## src/rtl/munoc_ordered_gather_if.sv

```systemverilog
// munoc_ordered_gather_if
// Bundles the per-lane write streams and the single ordered read stream of
// munoc_ordered_gather.
//   lane_wready   : per-lane FIFO not full (collector -> producers)
//   lane_wrequest : per-lane write strobe (producers -> collector)
//   lane_wdata    : lane i data in bits [BW_DATA*i +: BW_DATA]
//   rready        : output beat available (collector -> consumer)
//   rrequest      : consumer takes the beat (consumer -> collector)
//   rdata         : output beat
//   cur_lane      : one-hot lane currently selected by the rotation pointer
// Modport "slave" is the collector side; "master" is the producer/consumer side.
interface munoc_ordered_gather_if #(
  parameter int BW_DATA  = 8,
  parameter int NUM_LANE = 4
);
  logic [NUM_LANE-1:0]         lane_wready;
  logic [NUM_LANE-1:0]         lane_wrequest;
  logic [NUM_LANE*BW_DATA-1:0] lane_wdata;
  logic                        rready;
  logic                        rrequest;
  logic [BW_DATA-1:0]          rdata;
  logic [NUM_LANE-1:0]         cur_lane;

  modport master (
    input  lane_wready, rready, rdata, cur_lane,
    output lane_wrequest, lane_wdata, rrequest
  );

  modport slave (
    output lane_wready, rready, rdata, cur_lane,
    input  lane_wrequest, lane_wdata, rrequest
  );
endinterface

```

## src/rtl/munoc_ordered_gather.sv

```systemverilog
// munoc_ordered_gather
// Ordered N-to-1 stream collector. Each lane feeds its own DEPTH-entry FIFO;
// the output drains the FIFOs in strict lane rotation 0,1,..,NUM_LANE-1,0,..
// An empty lane at the rotation pointer stalls the output; lanes are never
// skipped, which restores the order produced by the upstream distributor.
// Ports:
//   clk  : clock, rising edge
//   rst  : synchronous active-high reset (FIFOs emptied, pointer to lane 0)
//   init : restart rotation at lane 0 on the next edge (FIFO contents kept)
//   bus  : munoc_ordered_gather_if.slave (lane write streams, ordered read stream)
// Build option:
//   MUNOC_ORDERED_GATHER_OUTPUT_REG_EN - adds a 1-entry output register between
//   the lane mux and rdata/rready (2-cycle latency, still 1 beat/cycle).
module munoc_ordered_gather #(
  parameter int BW_DATA  = 8,
  parameter int NUM_LANE = 4,
  parameter int DEPTH    = 2
) (
  input  logic                  clk,
  input  logic                  rst,
  input  logic                  init,
  munoc_ordered_gather_if.slave bus
);

  localparam int PTR_W = (DEPTH > 1) ? $clog2(DEPTH) : 1;
  localparam int CNT_W = $clog2(DEPTH + 1);

  logic [BW_DATA-1:0]  mem_q     [NUM_LANE][DEPTH];
  logic [BW_DATA-1:0]  mem_d     [NUM_LANE][DEPTH];
  logic [PTR_W-1:0]    wr_ptr_q  [NUM_LANE];
  logic [PTR_W-1:0]    wr_ptr_d  [NUM_LANE];
  logic [PTR_W-1:0]    rd_ptr_q  [NUM_LANE];
  logic [PTR_W-1:0]    rd_ptr_d  [NUM_LANE];
  logic [CNT_W-1:0]    count_q   [NUM_LANE];
  logic [CNT_W-1:0]    count_d   [NUM_LANE];
  logic [NUM_LANE-1:0] cur_q;
  logic [NUM_LANE-1:0] cur_d;

  logic [NUM_LANE-1:0] full;
  logic                mux_valid;
  logic [BW_DATA-1:0]  mux_head;
  logic                mux_pop;

  function automatic logic [PTR_W-1:0] ptr_inc(input logic [PTR_W-1:0] ptr);
    if (ptr == PTR_W'(DEPTH - 1)) return '0;
    return ptr + PTR_W'(1);
  endfunction

  // Lane status and the head of the lane under the rotation pointer.
  // cur_q is one-hot, so OR-ing the selected heads acts as a mux.
  always_comb begin
    mux_valid = 1'b0;
    mux_head  = '0;
    full      = '0;
    for (int i = 0; i < NUM_LANE; i++) begin
      full[i] = (count_q[i] == CNT_W'(DEPTH));
      if (cur_q[i]) begin
        mux_valid = mux_valid | (count_q[i] != '0);
        mux_head  = mux_head | mem_q[i][rd_ptr_q[i]];
      end
    end
  end

  assign bus.lane_wready = ~full;
  assign bus.cur_lane    = cur_q;

`ifdef MUNOC_ORDERED_GATHER_OUTPUT_REG_EN
  logic               out_valid_q;
  logic               out_valid_d;
  logic [BW_DATA-1:0] out_data_q;
  logic [BW_DATA-1:0] out_data_d;
  logic               out_load;

  // The register refills whenever it is empty or being drained; the lane
  // pop and pointer rotation happen only when a beat actually moves in.
  always_comb begin
    out_load   = !out_valid_q | bus.rrequest;
    mux_pop    = out_load & mux_valid;
    out_valid_d = out_load ? mux_valid : out_valid_q;
    out_data_d = out_data_q;
    if (mux_pop) out_data_d = mux_head;
  end

  always_ff @(posedge clk) begin
    if (rst) begin
      out_valid_q <= 1'b0;
      out_data_q  <= '0;
    end else begin
      out_valid_q <= out_valid_d;
      out_data_q  <= out_data_d;
    end
  end

  assign bus.rready = out_valid_q;
  assign bus.rdata  = out_valid_q ? out_data_q : '0;
`else
  assign mux_pop    = mux_valid & bus.rrequest;
  assign bus.rready = mux_valid;
  assign bus.rdata  = mux_valid ? mux_head : '0;
`endif

  // Next-state for FIFOs and rotation pointer. A full lane refuses writes
  // even if it is popped in the same cycle (readiness is state-only).
  always_comb begin
    mem_d    = mem_q;
    wr_ptr_d = wr_ptr_q;
    rd_ptr_d = rd_ptr_q;
    count_d  = count_q;
    cur_d    = cur_q;
    for (int i = 0; i < NUM_LANE; i++) begin
      logic push_i;
      logic pop_i;
      push_i = bus.lane_wrequest[i] & !full[i];
      pop_i  = mux_pop & cur_q[i];
      if (push_i) begin
        mem_d[i][wr_ptr_q[i]] = bus.lane_wdata[BW_DATA*i +: BW_DATA];
        wr_ptr_d[i] = ptr_inc(wr_ptr_q[i]);
      end
      if (pop_i) rd_ptr_d[i] = ptr_inc(rd_ptr_q[i]);
      if (push_i && !pop_i) count_d[i] = count_q[i] + CNT_W'(1);
      else if (!push_i && pop_i) count_d[i] = count_q[i] - CNT_W'(1);
    end
    if (mux_pop) begin
      cur_d = '0;
      for (int i = 0; i < NUM_LANE; i++) cur_d[(i + 1) % NUM_LANE] = cur_q[i];
    end
    // init wins over rotation; a coinciding pop still completes.
    if (init) cur_d = NUM_LANE'(1);
  end

  always_ff @(posedge clk) begin
    if (rst) begin
      cur_q <= NUM_LANE'(1);
      for (int i = 0; i < NUM_LANE; i++) begin
        wr_ptr_q[i] <= '0;
        rd_ptr_q[i] <= '0;
        count_q[i]  <= '0;
      end
    end else begin
      cur_q    <= cur_d;
      wr_ptr_q <= wr_ptr_d;
      rd_ptr_q <= rd_ptr_d;
      count_q  <= count_d;
    end
  end

  // Storage needs no reset; occupancy counters define what is valid.
  always_ff @(posedge clk) begin
    mem_q <= mem_d;
  end

endmodule
```

## src/flat_wrapper.sv

```systemverilog
// flat-port wrapper written by rule: the top's interface ports become plain ports
module munoc_ordered_gather_flat 
#(
  parameter int BW_DATA  = 8,
  parameter int NUM_LANE = 4,
  parameter int DEPTH    = 2
)
  (clk, rst, init, bus_lane_wready, bus_rready, bus_rdata, bus_cur_lane, bus_lane_wrequest, bus_lane_wdata, bus_rrequest);
  munoc_ordered_gather_if #(.BW_DATA(BW_DATA), .NUM_LANE(NUM_LANE)) bus_i ();
  input  logic clk;
  input  logic rst;
  input  logic init;
  output wire logic [$bits(bus_i.lane_wready)-1:0] bus_lane_wready;
  output wire logic [$bits(bus_i.rready)-1:0] bus_rready;
  output wire logic [$bits(bus_i.rdata)-1:0] bus_rdata;
  output wire logic [$bits(bus_i.cur_lane)-1:0] bus_cur_lane;
  input wire logic [$bits(bus_i.lane_wrequest)-1:0] bus_lane_wrequest;
  input wire logic [$bits(bus_i.lane_wdata)-1:0] bus_lane_wdata;
  input wire logic [$bits(bus_i.rrequest)-1:0] bus_rrequest;
  assign bus_lane_wready = bus_i.lane_wready;
  assign bus_rready = bus_i.rready;
  assign bus_rdata = bus_i.rdata;
  assign bus_cur_lane = bus_i.cur_lane;
  assign bus_i.lane_wrequest = bus_lane_wrequest;
  assign bus_i.lane_wdata = bus_lane_wdata;
  assign bus_i.rrequest = bus_rrequest;
  munoc_ordered_gather #(.BW_DATA(BW_DATA), .NUM_LANE(NUM_LANE), .DEPTH(DEPTH)) u_core (.clk(clk), .rst(rst), .init(init), .bus(bus_i));
endmodule
```

## config.mk

```make
export PLATFORM = sky130hd
export DESIGN_NAME = munoc_ordered_gather_flat
export DESIGN_NICKNAME = d
export VERILOG_FILES = /design/src/rtl/munoc_ordered_gather_if.sv /design/src/rtl/munoc_ordered_gather.sv /design/src/flat_wrapper.sv
export SDC_FILE = /design/constraint.sdc
export NUM_CORES = 1
export LEC_CHECK = 0
export CORE_ASPECT_RATIO = 1.25
export CORE_UTILIZATION = 35
export CTS_CLUSTER_SIZE = 20
export DETAILED_ROUTE_END_ITERATION = 8
export GPL_TIMING_DRIVEN = 0
export SYNTH_ARGS = -nofsm -noshare
export SYNTH_HDL_FRONTEND = slang
export SYNTH_SLANG_ARGS = --single-unit
```

## constraint.sdc

```tcl
create_clock -name clk -period 3.6 [get_ports clk]
set_input_delay 0.36 -clock clk [delete_from_list [all_inputs] [get_ports clk]]
set_output_delay 0.36 -clock clk [all_outputs]
set_load 0.1 [all_outputs]
```

---- Yosys cells after proc, flatten, opt, wreduce, memory -nomap -nowiden ----
Cells that the tools add are included.
storage, ports and cells
  register bits ........................... 84
  latch bits .............................. 0
  RAM bits ................................ 0
  bits in read-only memories .............. 0
  output and inout port bits .............. 17
  word-level logic and storage cells ...... 183
  memories ................................ 0
cells by class
  add/subtract/negate cells ............... 16
  $mul .................................... 0
  div/mod/pow operators ................... 0
  $lt $le $gt $ge ......................... 12
  equality and inequality tests ........... 4
  shifts and indexed selects .............. 0
  multiplexer cells ....................... 73
  bitwise logic cells ..................... 24
  reduce and logical (&&, ||, !) cells .... 33
operators with widths
  kind                                                                           count
  8-bit two-way mux                                                              21
  16-bit bitwise mux                                                             4
  1-bit two-way mux                                                              36
  8-bit demux with 1-bit select                                                  4
  8-bit bitwise OR                                                               3
  2-bit >= comparator (second input constant)                                    8
  2-bit two-way mux                                                              8
  1-bit NOT with 2-bit output                                                    8
  2-bit nonzero test                                                             8
  1-bit logical AND                                                              12
  1-bit logical NOT                                                              12
  1-bit bitwise AND                                                              9
  1-bit adder (second input constant)                                            8
  2-bit by 1-bit adder with 2-bit output (second input constant)                 4
  2-bit == test (second input constant)                                          4
  2-bit by 1-bit less-than comparator with 1-bit output (second input constant)  4
  2-bit by 1-bit subtractor with 2-bit output (second input constant)            4
  4-bit NOT                                                                      1
  1-bit bitwise OR                                                               3
  2-bit OR reduction                                                             1

---- Logic depth before layout (Yosys ltp) ----
  word-level depth ........................ 13
  mapped depth ............................ 8
  depth with buffers taken out ............ 7

---- Least setup slack after synthesis ----
OpenSTA, ideal clock, no wires.
  path kind ............................... reg2out
  start point ............................. register u_core.cur_q[0], in the netlist u_core.bus.cur_lane[0]
  end point ............................... output port bus_rdata[0]
  arrival ................................. 3.030 ns
  path slack .............................. 0.210 ns
  cell stages (with the launch flop) ...... 5
  path through ............................ dfxtp_1 o21ai_2 and4_1 buf_2 a21oi_1
between the ends
  word-level cells in the longest chain between the ends .. 8
  elaborated cells between the ends (all ways) .. 15
RTL lines
  element                                                        RTL line                                                text
  from (decl)                                                    munoc_ordered_gather.sv:36                              logic [NUM_LANE-1:0] cur_q;
  from (signal assigned)                                         munoc_ordered_gather.sv:140                             cur_q <= cur_d;
  8-bit two-way mux / 1-bit two-way mux (equally long branches)  munoc_ordered_gather.sv:57                              if (cur_q[i]) begin
  8-bit bitwise OR / 1-bit bitwise OR (equally long branches)    munoc_ordered_gather.sv:59, munoc_ordered_gather.sv:58
  8-bit two-way mux / 1-bit two-way mux (equally long branches)  munoc_ordered_gather.sv:57
  8-bit bitwise OR / 1-bit bitwise OR (equally long branches)    munoc_ordered_gather.sv:59, munoc_ordered_gather.sv:58
  8-bit two-way mux / 1-bit two-way mux (equally long branches)  munoc_ordered_gather.sv:57
  8-bit bitwise OR / 1-bit bitwise OR (equally long branches)    munoc_ordered_gather.sv:59, munoc_ordered_gather.sv:58
  8-bit two-way mux / 1-bit two-way mux (equally long branches)  munoc_ordered_gather.sv:57
  8-bit two-way mux *                                            munoc_ordered_gather.sv:99                              assign bus.rdata = mux_valid ? mux_head : '0;
  to (decl)                                                      flat_wrapper.sv:15                                      output wire logic [$bits(bus_i.rdata)-1:0] bus_rdata;
Mark *: on every way between the ends. The rest lies on a longest branch, timed or not.

---- Worst setup path after layout ----
  start point ............................. register u_core.count_q[4] (netlist bit)
  end point ............................... output port bus_rdata[0]
between the ends
  word-level cells in the longest chain between the ends .. 8
RTL lines
  element                 RTL line                     text
  from (decl)             munoc_ordered_gather.sv:34   logic [CNT_W-1:0] count_q [NUM_LANE];
  from (signal assigned)  munoc_ordered_gather.sv:143  count_q <= count_d;
  2-bit nonzero test *    munoc_ordered_gather.sv:58   mux_valid = mux_valid | (count_q[i] != '0);
  1-bit bitwise OR *      munoc_ordered_gather.sv:58
  1-bit two-way mux *     munoc_ordered_gather.sv:57
  1-bit bitwise OR        munoc_ordered_gather.sv:58
  1-bit two-way mux *     munoc_ordered_gather.sv:57
  1-bit bitwise OR        munoc_ordered_gather.sv:58
  1-bit two-way mux *     munoc_ordered_gather.sv:57
  8-bit two-way mux *     munoc_ordered_gather.sv:99
Marked as above.

==> parameters.txt <==
Parameter                              Value

Run status
  Status    finished, final reports clean

Placement
  Half-perimeter wire length of the detailed placement result    5060 µm
  Final Wtd Congestion    0.846
  Count of port buffers added during placement    56

Yosys
  Largest cells by area after synthesis    sky130_fd_sc_hd__edfxtp_1, sky130_fd_sc_hd__dfxtp_1, sky130_fd_sc_hd__mux2_2
  Synth Warn #    0
  Number of distinct library cell variants in the gate-level netlist after synthesis    29
  Mux share of post-synthesis cell area    0.118
  Area leader, netlist    sky130_fd_sc_hd__edfxtp_1
  Main combinational cell family by area after synthesis    multiplexers
  Mapped Nets    290
  Simple-gate share of the synthesized area    0.0650
  Top-area cell type share of the netlist area    0.542
  Share of the yosys chip area belonging to registers    0.655
  Xor and xnor area share after synthesis    0.0198
  Per-instance average area after synthesis    14.4 µm²
  Adder and majority cell fraction of the synthesized area    0.0141
  Netlist area before placement    3540 µm²
  #FFs+latches synth    84
  Syn Inst Count    246
  Post-synthesis compound-gate area fraction    0.105

Clocking
  Resized cells post-CTS    0
  Source-to-sink clock delay at the later pin of the worst-skew pair    0.33 ns
  Clock buffers created by TritonCTS    9
  Clock tree from TritonCTS    yes
  CTS Root Cell    sky130_fd_sc_hd__clkbuf_16
  Number of buffers between clock root and the deepest sink    2
  Number of H-tree levels    3
  Buffers inserted during post-CTS setup optimization    0
  Cts-stage hold buffer count    0
  Worst-path clk slew    0.06 ns
  Clock net sink count    84

Detailed routing
  DR vias    2172
  DRC violation total after the first TritonRoute iteration    70
  Number of DRC violations after detailed routing    0
  Met2 WL    3530 µm
  Per-cell via count in the routed design    4.89
  Wire length after detailed routing    6910 µm
  DRT antenna net count    0
  Average detailed-routed wire length per instance    15.6 µm
  Met3 wirelength from detailed routing    239 µm
  Pre-antenna DRT Iters    4
  M1 WL    2980 µm
  Uppermost metal layer occupied by signal nets    met4

STA
  Final worst clock skew    0.00500 ns
  Final critical-path share of the clock period    0.829
  Peak clock frequency supported by timing    0.335 GHz
  Slew @ Worst Pin    1.01 ns
  Sum of negative setup slack    0 ns
  RSZ-0062 raised after global routing    no
  Count of endpoints failing hold in the final timing report    0
  Crit path time final    2.99 ns
  Worst-case headroom to the max-slew limit    0.328
  Final setup viols    0
  Number of max-slew violations in the final report    0

Floorplanning
  Height of the die    114 µm
  Std-Cell Rows    40
  Initial core utilization    0.365
  Floorplan die width    92.0 µm
  Number of placed I/O pins    57
  Die footprint    10500 µm²
  Core region area    9710 µm²

GRT
  Global-route wire length before repair    11200 µm
  Overall Global Routing Usage    0.143
  Initial antenna violation count    0
  Final global-route overflow total    0
  Maximum number of pins on one net before global-route repair    14
  Vias in the first global route    2316

Critical path
  Number of cells on the worst reg-to-reg path    7
  Delay of the slowest critical-path stage    1.18 ns
  Reg-to-reg slack, setup    1.58 ns
  Endpoint of the lowest-slack register-to-register path    u_core.count_q[1]$_SDFFE_PP0P_
  Worst setup EP type    output pin
  Sequence of cells on the critical path    o21ai_2 > and4_1 > buf_2 > a21oi_1 > clkdlybuf4s50_1
  Startpoint of the worst register-to-register path    u_core.bus.cur_lane[3]$_SDFFE_PP0N_
  CP max FO    10
  Data arrival at the endpoint of the critical path    2.63 ns
  Highest-delay cell along the critical path    sky130_fd_sc_hd__clkdlybuf4s50_1
  Critical Path Start Type    flip-flop
  CP Data Required Time    3.24 ns
  Startpoint-to-endpoint class of the critical path    flip-flop to output pin

Power
  VDD IR-drop max    0.464 mV
  Switching component of the power    0.00114 W
  Fraction of power consumed by sequential logic    0.374
  Lkg Pwr    1.62 nW
  Switching share of total power    0.353
  Clock share of power    0.290
  Cell-internal power    0.00209 W
  PwrDens    708 nW/µm²
  Gate power share    0.336

Finish
  Antenna cell count    0
  Proportion of layout cells with a drive suffix above 1    0.214
  Commonest non-fill, non-tap cells in the layout    sky130_fd_sc_hd__edfxtp_1, sky130_fd_sc_hd__clkdlybuf4s50_1, sky130_fd_sc_hd__mux2_2, sky130_fd_sc_hd__dfxtp_1
  Synth-to-Final Area Change    29.0%
  Final Net Count    357
  Most common library cell in the layout ignoring fill and taps    sky130_fd_sc_hd__edfxtp_1
  Utilization after layout    0.471

Worst hold path
  Class of the tightest hold or removal check    flip-flop to flip-flop
  Origin of the worst min-delay path    u_core.count_q[5]$_SDFFE_PP0P_
  Hold Path Cell Cnt    2
  Worst Hold Path EP    u_core.count_q[5]$_SDFFE_PP0P_

Run
  Count of max-cap constraint violations    0
## stage by stage
step	area (µm²)	worst slack, ns	total power (W)	cells	hold WS, ns
3_3_place_gp	4260	0.972	0.00231	428	0.499
5_1_grt	4570	0.476	0.00337	444	0.547
2_1_floorplan	3540	0.210	0.00205	246	0.459
3_5_place_dp	4260	0.973	0.00232	428	0.509
4_1_cts	4570	0.594	0.00327	444	0.516
6_report	4570	0.615	0.00323	444	0.510
## kinds of logic (layout without fill, tap and decap cells)
logic type / Yosys count / after routing
AND/OR/NAND/NOR: 42 / 42
flip-flops: 84 / 84
adder cells (fa/ha/maj): 4 / 4
AO/OA/AOI/OAI: 53 / 53
buffers and inverters: 19 / 91
XOR/XNOR: 8 / 8
multiplexers: 36 / 36
## critical path: cells and delay by family, from the launching register on
family,cells,cell delay (ns)
buf+inv,2,1.35
flops,1,0.41
compound gates,2,0.33
simple gates,1,0.20
## cell usage after synthesis (all sizes together)
master / count
nand2b: 4
o221ai: 1
a41oi: 2
and2: 4
and3: 4
a41o: 3
mux2: 36
nand3b: 4
xor2: 8
ha: 4
or3: 4
or2: 1
nor2b: 4
nor2: 9
nand2: 7
a21oi: 16
inv: 8
clkbuf: 1
buf: 10
o22ai: 3
a22oi: 16
and4: 1
o21ai: 8
a21bo: 4
dfxtp: 20
edfxtp: 64
## routing by layer
metal	track usage	up-vias
met1	0.167	1043
met2	0.248	43
met4	0.0740	0
met3	0.0305	11
li1	-	1075
met5	0	-
## sequential cells by signal (all words and copies together) (netlist names)
name / count
u_core.wr_ptr_q: 4
u_core.bus.cur_lane: 4
u_core.rd_ptr_q: 4
u_core.mem_q: 64
u_core.count_q: 8
## area by class of cell
class | count | area (µm²)
inverter | 8 | 30.0
fill | 888 | 5140
clock inverter | 6 | 78.8
tap | 126 | 158
clock buffer | 10 | 229
buffer | 11 | 53.8
sequential | 84 | 2320
multi-input combinational | 143 | 1140
timing repair buffer | 56 | 561
## power groups by stage
stage / Sequential (W) / Clock (W) / Combinational (W)
2_1_floorplan: 0.00124 / 0 / 0.000807
3_3_place_gp: 0.00123 / 0 / 0.00108
3_5_place_dp: 0.00123 / 0 / 0.00109
4_1_cts: 0.00121 / 0.000962 / 0.00110
5_1_grt: 0.00122 / 0.000996 / 0.00116
6_report: 0.00121 / 0.000938 / 0.00109
## how the worst max path moves through the flow
stage,from,end,slack (ns),cells past startpoint
floorplan,u_core.bus.cur_lane[0]$_SDFFE_PP1N_,bus_rdata[0],0.21,4
global placement,u_core.count_q[4]$_SDFFE_PP0P_,bus_rdata[0],0.97,5
detailed placement,u_core.count_q[4]$_SDFFE_PP0P_,bus_rdata[1],0.97,5
CTS,u_core.count_q[4]$_SDFFE_PP0P_,bus_rdata[1],0.59,5
global route,u_core.count_q[4]$_SDFFE_PP0P_,bus_rdata[0],0.48,5
finish,u_core.count_q[4]$_SDFFE_PP0P_,bus_rdata[0],0.61,5
Note: power is estimated with default switching activity, not from simulation.
